--- src/rtl/sa_reset_sequencer_if.sv ---
// rtl/sa_reset_sequencer_if.sv - soft-reset handshake and per-domain reset/idle bundle
interface sa_reset_sequencer_if #(
    parameter int NUM_DOMAINS = 4
) ();
    logic                   soft_req;
    logic                   soft_ack;
    logic [NUM_DOMAINS-1:0] dom_idle;
    logic [NUM_DOMAINS-1:0] dom_reset_;

    modport master (
        output soft_req,
        output dom_idle,
        input  soft_ack,
        input  dom_reset_
    );

    modport slave (
        input  soft_req,
        input  dom_idle,
        output soft_ack,
        output dom_reset_
    );
endinterface

--- src/rtl/sa_reset_sequencer.sv ---
// rtl/sa_reset_sequencer.sv - staggered per-domain reset release with four-phase soft reset
// Optional idle-wait/timeout stage before re-assertion: SA_RESET_SEQ_IDLE_WAIT_EN
module sa_reset_sequencer #(
    parameter int NUM_DOMAINS = 4,
    parameter int STAGGER_W   = 8,
    parameter int HOLD_CYCLES = 4,
    parameter int TIMEOUT     = 255
) (
    input  logic                 clk,
    input  logic                 inreset_,
    input  logic                 test_mode,
    input  logic                 direct_reset_,
    input  logic [STAGGER_W-1:0] stagger_cfg,
    sa_reset_sequencer_if.slave  seq,
    output logic                 seq_busy,
    output logic                 timeout_err
);
    localparam int IDX_W  = (NUM_DOMAINS > 1) ? $clog2(NUM_DOMAINS) : 1;
    localparam int WAIT_M = (TIMEOUT > HOLD_CYCLES) ? TIMEOUT : HOLD_CYCLES;
    localparam int WAIT_W = $clog2(WAIT_M + 1);

    typedef enum logic [1:0] {ST_RELEASE, ST_RUN, ST_DRAIN, ST_ASSERT} state_e;

    state_e                 state_q;
    logic [STAGGER_W-1:0]   cnt_q;
    logic [STAGGER_W-1:0]   stag_q;
    logic [STAGGER_W-1:0]   stag_eff;
    logic [IDX_W-1:0]       idx_q;
    logic [WAIT_W-1:0]      wait_q;
    logic [NUM_DOMAINS-1:0] dom_q;
    logic                   load_q;
    logic                   ack_q;
    logic                   pend_q;
    logic                   busy_q;
`ifdef SA_RESET_SEQ_IDLE_WAIT_EN
    logic                   terr_q;
`else
    logic                   unused_dom_idle;
    assign unused_dom_idle = &seq.dom_idle;
`endif

    // The power-on stagger is taken on the first edge out of reset, which keeps the
    // async reset branch free of non-constant values.
    assign stag_eff = load_q ? stagger_cfg : stag_q;

    always_ff @(posedge clk or negedge inreset_) begin
        if (!inreset_) begin
            state_q <= ST_RELEASE;
            cnt_q   <= '0;
            stag_q  <= '0;
            idx_q   <= '0;
            wait_q  <= '0;
            dom_q   <= '0;
            load_q  <= 1'b1;
            ack_q   <= 1'b0;
            pend_q  <= 1'b0;
            busy_q  <= 1'b1;
`ifdef SA_RESET_SEQ_IDLE_WAIT_EN
            terr_q  <= 1'b0;
`endif
        end else begin
            busy_q <= (state_q != ST_RUN);
            if (ack_q && !seq.soft_req) begin
                ack_q <= 1'b0;
            end
            if (load_q) begin
                stag_q <= stagger_cfg;
                load_q <= 1'b0;
            end
            case (state_q)
                ST_RELEASE: begin
                    if (cnt_q == stag_eff) begin
                        dom_q[idx_q] <= 1'b1;
                        cnt_q        <= '0;
                        if (idx_q == IDX_W'(NUM_DOMAINS - 1)) begin
                            state_q <= ST_RUN;
                        end else begin
                            idx_q <= idx_q + IDX_W'(1);
                        end
                    end else begin
                        cnt_q <= cnt_q + STAGGER_W'(1);
                    end
                end
                ST_RUN: begin
                    // A completed soft sequence acknowledges before any new request is looked at.
                    if (pend_q) begin
                        ack_q  <= 1'b1;
                        pend_q <= 1'b0;
                    end else if (seq.soft_req && !ack_q) begin
                        pend_q <= 1'b1;
                        wait_q <= '0;
`ifdef SA_RESET_SEQ_IDLE_WAIT_EN
                        terr_q  <= 1'b0;
                        state_q <= ST_DRAIN;
`else
                        dom_q   <= '0;
                        state_q <= ST_ASSERT;
`endif
                    end
                end
`ifdef SA_RESET_SEQ_IDLE_WAIT_EN
                ST_DRAIN: begin
                    if (&seq.dom_idle) begin
                        dom_q   <= '0;
                        wait_q  <= '0;
                        state_q <= ST_ASSERT;
                    end else if (wait_q == WAIT_W'(TIMEOUT)) begin
                        terr_q  <= 1'b1;
                        dom_q   <= '0;
                        wait_q  <= '0;
                        state_q <= ST_ASSERT;
                    end else begin
                        wait_q <= wait_q + WAIT_W'(1);
                    end
                end
`endif
                ST_ASSERT: begin
                    if (wait_q == WAIT_W'(HOLD_CYCLES - 1)) begin
                        stag_q  <= stagger_cfg;
                        cnt_q   <= '0;
                        idx_q   <= '0;
                        wait_q  <= '0;
                        state_q <= ST_RELEASE;
                    end else begin
                        wait_q <= wait_q + WAIT_W'(1);
                    end
                end
                default: state_q <= ST_RELEASE;
            endcase
        end
    end

    assign seq.dom_reset_ = test_mode ? {NUM_DOMAINS{direct_reset_}} : dom_q;
    assign seq.soft_ack   = ack_q;
    assign seq_busy       = busy_q;
`ifdef SA_RESET_SEQ_IDLE_WAIT_EN
    assign timeout_err    = terr_q;
`else
    assign timeout_err    = 1'b0;
`endif
endmodule

--- src/flat_wrapper.sv ---
// flat-port wrapper written by rule: the top's interface ports become plain ports
module sa_reset_sequencer_flat 
#(
    parameter int NUM_DOMAINS = 4,
    parameter int STAGGER_W   = 8,
    parameter int HOLD_CYCLES = 4,
    parameter int TIMEOUT     = 255
)
  (clk, inreset_, test_mode, direct_reset_, stagger_cfg, seq_busy, timeout_err, seq_soft_req, seq_dom_idle, seq_soft_ack, seq_dom_reset_);
  sa_reset_sequencer_if #(.NUM_DOMAINS(NUM_DOMAINS)) seq_i ();
  input  logic clk;
  input  logic inreset_;
  input  logic test_mode;
  input  logic direct_reset_;
  input  logic [STAGGER_W-1:0] stagger_cfg;
  output logic seq_busy;
  output logic timeout_err;
  input wire logic [$bits(seq_i.soft_req)-1:0] seq_soft_req;
  input wire logic [$bits(seq_i.dom_idle)-1:0] seq_dom_idle;
  output wire logic [$bits(seq_i.soft_ack)-1:0] seq_soft_ack;
  output wire logic [$bits(seq_i.dom_reset_)-1:0] seq_dom_reset_;
  assign seq_i.soft_req = seq_soft_req;
  assign seq_i.dom_idle = seq_dom_idle;
  assign seq_soft_ack = seq_i.soft_ack;
  assign seq_dom_reset_ = seq_i.dom_reset_;
  sa_reset_sequencer #(.NUM_DOMAINS(NUM_DOMAINS), .STAGGER_W(STAGGER_W), .HOLD_CYCLES(HOLD_CYCLES), .TIMEOUT(TIMEOUT)) u_core (.clk(clk), .inreset_(inreset_), .test_mode(test_mode), .direct_reset_(direct_reset_), .stagger_cfg(stagger_cfg), .seq(seq_i), .seq_busy(seq_busy), .timeout_err(timeout_err));
endmodule
--- config.mk ---
export PLATFORM = sky130hd
export DESIGN_NAME = sa_reset_sequencer_flat
export DESIGN_NICKNAME = d
export VERILOG_FILES = /design/src/rtl/sa_reset_sequencer_if.sv /design/src/rtl/sa_reset_sequencer.sv /design/src/flat_wrapper.sv
export SDC_FILE = /design/constraint.sdc
export NUM_CORES = 1
export LEC_CHECK = 0
export BUFFER_PORTS_ARGS = -buffer_cell sky130_fd_sc_hd__buf_2
export CAP_MARGIN = 15
export CORE_MARGIN = 2
export CORE_UTILIZATION = 55
export CTS_CLUSTER_SIZE = 16
export DETAILED_ROUTE_END_ITERATION = 12
export PLACE_DENSITY = 0.76
export SETUP_SLACK_MARGIN = 0.02
export SYNTH_ARGS = -nofsm -noshare
export SYNTH_HDL_FRONTEND = slang
export SYNTH_SLANG_ARGS = --single-unit
--- constraint.sdc ---
create_clock -name clk -period 3.8 [get_ports clk]
set_clock_uncertainty 0.1 [all_clocks]
set_input_delay 0.19 -clock clk [delete_from_list [all_inputs] [get_ports clk]]
set_output_delay 0.19 -clock clk [all_outputs]
set_load 0.02 [all_outputs]
==> impl_metrics.ini <==
[clocking]
tritoncts = built
cts_resized = 0
clk_path_buf_depth = 2
worstSkewPairLatency_ps = 350
htreeDepth = 2
cts.clk_slew.worst_paths_ps = 120
postCtsSetupBuffers = 0
numClockSinks = 36
root_buffer = clkbuf_4
cts_made_buffers = 5

[critical_path]
start_kind = flop
worst_r2r_endpoint = u_core.cnt_q[4]
crit_start = u_core.load_q
worstPathRequired_ps = 3940
critPathCaptureType = flop
crit_end = u_core.cnt_q[4]
rrSetupSlack_ps = 1280
critical_path.max_fanout = 11
reg2reg_depth = 7
critical_path_arrival_ps = 2660
reg2reg_from = u_core.load_q
critical_path_class = reg -> reg

[final_layout]
diodes = 0
area.sequential_um2 = 903
area_delta_synth_final_pct = 13.2
multi_input_area_um2 = 890
final_cell_mix = dfrtp_1 (34), buf_2 (18), o21ai_0 (17)
nets = 236
fin_area_mm2 = 0.00212
final_common_cell = dfrtp_1
n_fill_cell = 296
drive_above_1_share_pct = 17.3

[place]
hpwl_mm = 2.54
place.gp.congestion = 0.819
place_area_mm2 = 0.00199
port-buffer-count = 18

[synth]
synth_ff_type = dfrtp_1
synth.distinct_cells = 34
ys_seq_elements = 36
synthCells = 185
synth_edf_count = 0
yosysSeqAreaShare_pct = 48.3
synth.cell_area_mm2 = 0.00187
synth.avg_cell_area_um2 = 10.1
async_flop_share_pct = 100
yosysWarnings = 0

[hold_path]
min_path_type = in -> reg

[routing]
num_vias = 1422
drtPass1Iterations = 4
via_per_inst = 5.47
wl_per_cell_um = 13.6
drtIter0Drc = 44
drc = 0
final_antenna_net_count = 0
routed_wl_mm = 3.54

[floorplan]
initial_core_util_pct = 56.5
die_y_um = 62.3
fp.coreArea_mm2 = 0.00331
ios = 24
die_area_mm2 = 0.00388
row_count = 21
die_w_um = 62.3

[pwr]
peakVddDrop_mv = 0.433
p_leak_nw = 1.05
p_per_area_mw_per_mm2 = 591

[sta]
min_period_ps = 2520
rsz0062_at_grt = no
post-route-period-util_pct = 66.4
finalSetupViolations = 0
slew_viol_final = 0
fin_setup_tns_ps = 0
hold_violations = 0
fmax_mhz = 397
tightestPinTransition_ps = 814
max-slew-margin-rel_pct = 45.3

[flow_run]
maxCapViolations = 0

[run_status]
status = finished clean

[grt]
grt_max_degree = 37
grtUsageTotal_pct = 20.6
first_global_vias = 1464
grt-ovfl-total = 0
grt_pass1_wl_mm = 6.33
antenna_found_initial = 0
[repair_timing]
action / 4_1_cts / 5_1_grt
endpoints found under the setup margin: 0 / 0
endpoints found under the hold margin: 39 / 1
hold buffers: 6 / 1
[stage by stage]
step	utilization (%)	hold slack [ps]	setup slack [ps]	power (mW)	instances
global route	63.9	4.06	1040	1.35	260
global placement	60.1	202	1360	1.01	245
CTS	63.6	1.37	1260	1.25	259
detailed placement	60.1	215	1300	1.04	245
floorplan	-	-206	1620	0.925	186
finish	63.9	8.75	1280	1.25	260
[logic make-up after synthesis]
logic type	after synthesis	share of synthesized area [%]
DFF	36	48.3
xor gates and xnor gates	12	5.62
and+or+nand+nor	57	16.2
buffers and inverters	17	4.28
AOI/OAI and AO/OA	41	13.0
muxes	15	8.37
adders and majority gates	6	4.02
other	1	0.201
[state kept, by name (all words and copies together) (netlist names)]
register and cells:
u_core.seq_busy 1, u_core.seq.soft_ack 1, u_core.idx_q 2, u_core.stag_q 8
u_core.wait_q 8, u_core.state_q 2, u_core.cnt_q 8, u_core.dom_q 4
u_core.pend_q 1, u_core.load_q 1
[power by group]
group	internal (mW)	switching, mW
clock network	0.0710	0.134
registers	0.508	0.125
logic	0.189	0.222
[final cells by class]
class / count / share of cell area [%]
Clock buffer: 5 / 1.77
Clock inverter: 3 / 0.887
Inverter: 11 / 1.95
Multi-Input combinational cell: 133 / 42.0
Sequential cell: 36 / 42.7
Tap cell: 46 / 2.72
Timing Repair Buffer: 26 / 7.92
[worst max-delay path, cell delays in order, from the launching register on]
cell and delay [ps]:
dfstp_2 690, mux2i_1 290, xor2_1 170, nand4_1 130, nor4_2 320, buf_4 230, nor3_1 140, a221o_1 330
[synthesized netlist by cell type, types with 3 or more instances]
library cell / n / share of area [%]
mux2i_1: 10 / 5.4
and3_1: 4 / 1.3
inv_1: 11 / 2.2
dfrtp_1: 34 / 46
a21oi_1: 12 / 3.2
nor2b_1: 5 / 1.7
ha_1: 6 / 4.0
o21ai_0: 17 / 4.6
xnor2_1: 3 / 1.4
nor2_1: 10 / 2.0
nand2_1: 15 / 3.0
xor2_1: 9 / 4.2
o31ai_1: 4 / 1.6
nand3_1: 8 / 2.1
a22o_1: 6 / 2.8
mux2_2: 5 / 3.0
nand2b_1: 4 / 1.3
[worst min-delay path by stage]
stage | start | slack [ps] | depth (start not counted) | end
after floorplan | inreset_ | -210 | 0 | u_core.cnt_q[0]
after global placement | inreset_ | 200 | 1 | u_core.wait_q[6]
after detailed placement | inreset_ | 210 | 1 | u_core.stag_q[4]
after CTS | stagger_cfg[1] | 1 | 3 | u_core.stag_q[1]
after global routing | stagger_cfg[1] | 4 | 3 | u_core.stag_q[1]
final | stagger_cfg[6] | 9 | 3 | u_core.stag_q[6]
[per-layer routing]
layer  part of all wire (%)  vias to the layer above  wire [um]  global-route usage [%]
met4                    1.6                        0         55                    7.50
met3                    4.5                        8        160                    5.25
met5                      0                        -          0                       0
li1                       -                      698          -                       -
met1                     43                      678       1540                    25.0
met2                     50                       38       1790                    35.6
Power figures use the tool's default switching activity.
